--- src/rtl/morse_pkg.sv ---
// Shared constants and types for the Morse decoder counter blocks.
// Holds the counting-mode and direction encodings, the default element
// modulus, and the action encoding that the counter core decodes each cycle.
package morse_pkg;

  // Counting mode at the ends of the range.
  localparam int CNT_WRAP = 0;  // roll over to the opposite end
  localparam int CNT_SAT  = 1;  // hold at the end and flag overflow

  // Default modulus: elements per Morse symbol.
  localparam int MODULUS_ELEM = 5;

  // Count direction, matching the polarity of the up_dn pin.
  typedef enum logic {
    DIR_DOWN = 1'b0,
    DIR_UP   = 1'b1
  } dir_e;

  // What the counter does on the coming clock edge. Priority is resolved
  // before this is chosen, so exactly one action applies per cycle.
  typedef enum logic [2:0] {
    ACT_HOLD  = 3'd0,  // nothing requested
    ACT_CLEAR = 3'd1,  // synchronous clear
    ACT_LOAD  = 3'd2,  // parallel load (clamped to the range)
    ACT_INC   = 3'd3,  // step up inside the range
    ACT_DEC   = 3'd4,  // step down inside the range
    ACT_WRAP  = 3'd5,  // step past an end, roll to the other end
    ACT_BLOCK = 3'd6   // step past an end, held by saturation
  } cnt_act_e;

endpackage : morse_pkg

--- src/rtl/step_sync_edge.sv ---
// Synchroniser plus rising-edge detector for a slow asynchronous level
// (switch or button). Produces a single-cycle pulse per low-to-high
// transition seen after synchronisation.
//
// Every flop resets to 1, so an input that is already high when reset is
// released looks like "no change" and produces no pulse; the input has to
// drop and rise again before the first pulse appears.
//
// Latency: a rise captured by the first stage at edge k shows up on
// pulse_out during the cycle after edge k+SYNC_STAGES-1, so a consumer
// registering on it updates at edge k+SYNC_STAGES.
module step_sync_edge
  import morse_pkg::*;
#(
  parameter int SYNC_STAGES = 2
) (
  input  logic CLK,
  input  logic reset,
  input  logic async_in,
  output logic pulse_out
);

  // Synchroniser chain: bit 0 is the first (metastability-exposed) stage,
  // the top bit is the settled copy used by the edge detector.
  logic [SYNC_STAGES-1:0] sync_q;
  logic [SYNC_STAGES-1:0] sync_d;

  // History of the settled copy, one cycle old.
  logic prev_q;
  logic prev_d;

  // Shift the raw input into the chain and remember the last settled value.
  always_comb begin
    sync_d = {sync_q[SYNC_STAGES-2:0], async_in};
    prev_d = sync_q[SYNC_STAGES-1];
  end

  // Synchroniser and history registers, all-ones after reset.
  always_ff @(posedge CLK or posedge reset) begin
    if (reset) begin
      sync_q <= '1;
      prev_q <= 1'b1;
    end else begin
      sync_q <= sync_d;
      prev_q <= prev_d;
    end
  end

  // Rising edge of the settled copy.
  always_comb begin
    pulse_out = sync_q[SYNC_STAGES-1] & ~prev_q;
  end

endmodule : step_sync_edge

--- src/rtl/mod_n_step_counter.sv ---
// Parametrised modulo-N step counter for the Morse decoder datapath.
//
// A raw step level is synchronised and edge-detected; each detected rise
// moves the count one place up or down inside 0..MODULUS-1. At the ends the
// count either wraps (pulsing wrap) or holds (pulsing ovf), chosen by
// SATURATE. Clear and parallel load take precedence over a step, and a step
// that collides with either is dropped rather than queued.
//
// tc is combinational so a direction change is reflected without waiting
// for a clock edge; everything else is registered.
module mod_n_step_counter
  import morse_pkg::*;
#(
  parameter int MODULUS     = MODULUS_ELEM,
  parameter int WIDTH       = 3,
  parameter int SATURATE    = CNT_WRAP,
  parameter int SYNC_STAGES = 2
) (
  input  logic             CLK,
  input  logic             reset,
  input  logic             step_raw,
  input  logic             clear,
  input  logic             load,
  input  logic [WIDTH-1:0] load_val,
  input  logic             up_dn,
  output logic [WIDTH-1:0] count,
  output logic             tc,
  output logic             wrap,
  output logic             ovf
);

  // Range ends and the unit step, all held in WIDTH bits.
  localparam logic [WIDTH-1:0] MAX_VAL = WIDTH'(MODULUS - 1);
  localparam logic [WIDTH-1:0] MIN_VAL = '0;
  localparam logic [WIDTH-1:0] ONE_VAL = WIDTH'(1);

  // Resolved once at elaboration so the end-of-range choice is a constant.
  localparam bit HOLD_AT_ENDS = (SATURATE == CNT_SAT);

  // Registered state.
  logic [WIDTH-1:0] count_q;
  logic [WIDTH-1:0] count_d;
  logic             wrap_q;
  logic             wrap_d;
  logic             ovf_q;
  logic             ovf_d;

  // Decoded per-cycle inputs.
  logic             step_evt;
  dir_e             dir;
  logic             at_top;
  logic             at_bot;
  logic [WIDTH-1:0] load_clamped;
  cnt_act_e         act;

  // Step input: synchronise the raw level and turn each rise into a pulse.
  step_sync_edge #(
    .SYNC_STAGES(SYNC_STAGES)
  ) u_step_sync_edge (
    .CLK      (CLK),
    .reset    (reset),
    .async_in (step_raw),
    .pulse_out(step_evt)
  );

  // Direction and end-of-range status of the current count.
  always_comb begin
    dir    = up_dn ? DIR_UP : DIR_DOWN;
    at_top = (count_q == MAX_VAL);
    at_bot = (count_q == MIN_VAL);
  end

  // Load value forced into range: anything past the top end lands on it.
  always_comb begin
    if (load_val > MAX_VAL) begin
      load_clamped = MAX_VAL;
    end else begin
      load_clamped = load_val;
    end
  end

  // Pick this cycle's action: clear beats load beats a step.
  always_comb begin
    act = ACT_HOLD;
    if (clear) begin
      act = ACT_CLEAR;
    end else if (load) begin
      act = ACT_LOAD;
    end else if (step_evt) begin
      if (dir == DIR_UP) begin
        if (!at_top) begin
          act = ACT_INC;
        end else if (HOLD_AT_ENDS) begin
          act = ACT_BLOCK;
        end else begin
          act = ACT_WRAP;
        end
      end else begin
        if (!at_bot) begin
          act = ACT_DEC;
        end else if (HOLD_AT_ENDS) begin
          act = ACT_BLOCK;
        end else begin
          act = ACT_WRAP;
        end
      end
    end
  end

  // Next count and flag values for the chosen action; flags default low so
  // they only ever last one cycle and can never both be set.
  always_comb begin
    count_d = count_q;
    wrap_d  = 1'b0;
    ovf_d   = 1'b0;
    case (act)
      ACT_CLEAR: count_d = MIN_VAL;
      ACT_LOAD:  count_d = load_clamped;
      ACT_INC:   count_d = count_q + ONE_VAL;
      ACT_DEC:   count_d = count_q - ONE_VAL;
      ACT_WRAP: begin
        count_d = (dir == DIR_UP) ? MIN_VAL : MAX_VAL;
        wrap_d  = 1'b1;
      end
      ACT_BLOCK: ovf_d = 1'b1;
      default:   count_d = count_q;
    endcase
  end

  // Count and flag registers.
  always_ff @(posedge CLK or posedge reset) begin
    if (reset) begin
      count_q <= MIN_VAL;
      wrap_q  <= 1'b0;
      ovf_q   <= 1'b0;
    end else begin
      count_q <= count_d;
      wrap_q  <= wrap_d;
      ovf_q   <= ovf_d;
    end
  end

  // Outputs: registered state plus the combinational terminal count, which
  // watches whichever end the current direction is heading towards.
  always_comb begin
    count = count_q;
    wrap  = wrap_q;
    ovf   = ovf_q;
    tc    = (dir == DIR_UP) ? at_top : at_bot;
  end

endmodule : mod_n_step_counter

--- config.mk ---
export PLATFORM = sky130hd
export DESIGN_NAME = mod_n_step_counter
export DESIGN_NICKNAME = d
export VERILOG_FILES = /design/src/rtl/morse_pkg.sv /design/src/rtl/step_sync_edge.sv /design/src/rtl/mod_n_step_counter.sv
export SDC_FILE = /design/constraint.sdc
export NUM_CORES = 1
export LEC_CHECK = 0
export BUFFER_PORTS_ARGS = -buffer_cell sky130_fd_sc_hd__buf_2
export CORE_UTILIZATION = 30
export CTS_BUF_LIST = sky130_fd_sc_hd__clkbuf_4 sky130_fd_sc_hd__clkbuf_8 sky130_fd_sc_hd__clkbuf_16
export CTS_CLUSTER_DIAMETER = 30
export DETAILED_ROUTE_END_ITERATION = 6
export MAX_ROUTING_LAYER = met4
export PLACE_DENSITY = 0.54
export SYNTH_ARGS = -nofsm -noshare
export SYNTH_HDL_FRONTEND = slang
export SYNTH_SLANG_ARGS = --single-unit
--- constraint.sdc ---
create_clock -name CLK -period 1.9 [get_ports CLK]
set_input_delay 0.285 -clock CLK [delete_from_list [all_inputs] [get_ports CLK]]
set_output_delay 0.285 -clock CLK [all_outputs]
set_load 0.1 [all_outputs]
==> results.toml <==
[critical_path]
r2r-end = "count[2]$_DFFE_PP0P_"
startpoint_type = "flop"
reg2reg_slack_ns = 0.06
cp-end-kind = "flop"
critPathArrivalTime_ns = 1.96
critPathMaxFanout = 4
crit_end = "count[2]$_DFFE_PP0P_"
reg2reg_depth = 7
crit_path_start = "count[0]$_DFFE_PP0P_"
required_ns = 2.02
timing.rr.start = "count[0]$_DFFE_PP0P_"
crit_type = "reg -> reg"

[yosys]
synth_top_area_frac = 0.301
ys_top_cells_by_count = "5 x dfrtp_1, 3 x dfstp_2, 3 x inv_1, 3 x nor3_1, 3 x o21ai_0"
synthFlopType = "dfrtp_1"
ys_async_sr_fraction = 1.00
avgSynthCellArea_um2 = 10.1
yosysMostFrequentCell = "dfrtp_1"
synthDistinctLibCells = 24
yosysTopAreaCell = "dfrtp_1"
yosys_warnings = 0
synthTopCellsByArea = "dfrtp_1 30%, dfstp_2 19%, fa_1 4.8%, nand4b_1 4.2%, nor3_1 3.6%"
synth_area_um2 = 415
yosysSeqAreaShare = 0.491
synth_nets = 51
syn_inst = 41
ys_ff_latch = 8
synth-edff-count = 0

[global_route]
track_usage = 0.154
globalRoute.busiestLayer = "met1"
grt_first_pass_wirelength_mm = 1.44
antenna_found_initial = 0
grt_util_met3 = 0.0694
grt_pass1_vias = 338
grt_max_degree = 9
use_met1 = 0.217
grt_overflow = 0
gr-usage-met2 = 0.179

[die]
dieArea_um2 = 1540
die_x_um = 39.2
die_h_um = 39.2
initial_core_util = 0.319
rows = 13
ioPinCount = 15
coreArea_um2 = 1300

[clock_network]
clkSinkCount = 8
cts_root_buffer = "clkbuf_4"
path_clk_slew_ns = 0.05
clockBufferDepth = 2
cts_buffers = 3
htreeDepth = 1
clock_latency_ns = 0.25
cts_tree = "yes"

[layout]
nNetsFinal = 77
antenna_cells = 0
fin_util = 0.520
syn2layout_area_growth_pct = 63.0
final_cell_count_no_fill = 81
drive_gt1_frac = 0.591

[placement]
place_hpwl_um = 640
gp_congestion = 0.702
dp.cells = 75
port_buffers = 14

[detailed_routing]
dr.first_iter.drc_count = 4
ant_nets = 0
vias = 381
drc = 0
viasPerCell = 4.70
routed_wl_um = 940
detailedRoute.firstPassIterationCount = 4
wl_per_cell_um = 11.6

[power]
p_leak_uw = 0.000303
max-vdd-ir-drop_uv = 533
power_density_nw_per_um2 = 761
finalPower_uw = 515

[hold_path]
min_path_type = "in -> reg"

[timing]
fmax_mhz = 542
fin_tns_setup_ns = 0
finalClockSkew_ns = 0.00289
hold_violations = 0
min_period_over_period = 0.970
report.final.setup_viol = 0
fin_crit_ns = 1.84
slew_violations = 0

[run]
max_cap_viol_count = 0

[status]
status = "completed"
[layout by cell type, fill, tap and decap left out, types with 2 or more instances in the layout]
cell type	synthesis	routed
dfrtp_4	0	2
nor3_2	1	2
clkbuf_4	0	4
nand2_1	2	2
dfstp_2	3	3
dfrtp_1	5	2
inv_1	3	3
buf_2	0	13
a21oi_1	2	2
buf_4	0	6
nand4b_1	2	2
nor2_1	2	2
o21ai_1	0	2
nor3_4	0	2
[worst max-delay path: stages (launching register included)]
cell and delay, ns:
dfrtp_4 0.48, nor3_2 0.25, nor3_4 0.07, fa_2 0.39
nor2b_2 0.16, o21a_1 0.16, o21ai_1 0.11, nand3_1 0.09
[layout make-up]
class                           instances  area (um2)
Clock buffer                            4        30.0
Fill cell                             130         624
Inverter                                3        11.3
Multi-Input combinational cell         30         264
Sequential cell                         8         213
Tap cell                               15        18.8
Timing Repair Buffer                   21         140
[cells by family (layout without fill, tap and decap cells)]
kind of cell	count (synthesis)	count (layout)	synth area share
flops	8	8	0.491
compound gates	10	10	0.160
xor+xnor	1	1	0.0211
simple gates	17	17	0.244
fa+ha+maj	1	1	0.0482
buf+inv	3	28	0.0271
other cells	1	1	0.00903
[where the power goes]
group | internal [uW] | total (uW) | switching [uW]
combinational | 57.9 | 177 | 119
sequential | 185 | 190 | 5.44
clock | 94.3 | 148 | 53.4
total | 337 | 515 | 178
[flip-flops by register name, summed over array words and instances, names as in the netlist]
signal / count
wrap: 1
u_step_sync_edge.sync_q: 2
u_step_sync_edge.prev_q: 1
ovf: 1
count: 3
[how the worst min path moves through the flow]
stage / start / endpoint / slack (ns) / cells after the start
5_1_grt: step_raw / u_step_sync_edge.sync_q[0]$_DFF_PP1_ / 0.11 / 1
3_5_place_dp: reset / count[2]$_DFFE_PP0P_ / 0.23 / 2
4_1_cts: step_raw / u_step_sync_edge.sync_q[0]$_DFF_PP1_ / 0.12 / 1
2_1_floorplan: reset / ovf$_DFF_PP0_ / 0.1 / 1
6_report: step_raw / u_step_sync_edge.sync_q[0]$_DFF_PP1_ / 0.13 / 1
3_3_place_gp: reset / wrap$_DFF_PP0_ / 0.23 / 2
[through the flow]
stage	worst slack [ns]	cell area (um2)	hold slack [ns]
2_1_floorplan	-0.157	454	0.0985
3_3_place_gp	-0.00304	596	0.229
3_5_place_dp	-0.00316	596	0.234
4_1_cts	0.0355	643	0.119
5_1_grt	-0.00248	677	0.115
6_report	0.0561	677	0.132
[routing by layer]
| metal | vias up | wire, um |
|---|---|---|
| met3 | 3 | 49 |
| met2 | 11 | 419 |
| met5 | - | 0 |
| met1 | 170 | 463 |
| met4 | 0 | 8 |
| li1 | 197 | - |
[repair_timing]
item / 4_1_cts / 5_1_grt
setup endpoints to repair: 1 / 2
pin swaps: 0 / 2
resized for setup: 2 / 7
endpoints found under the hold margin: 5 / 0
hold buffers: 1 / 0
setup buffers: 0 / 1
No activity file was read; power rests on OpenSTA's default activity.
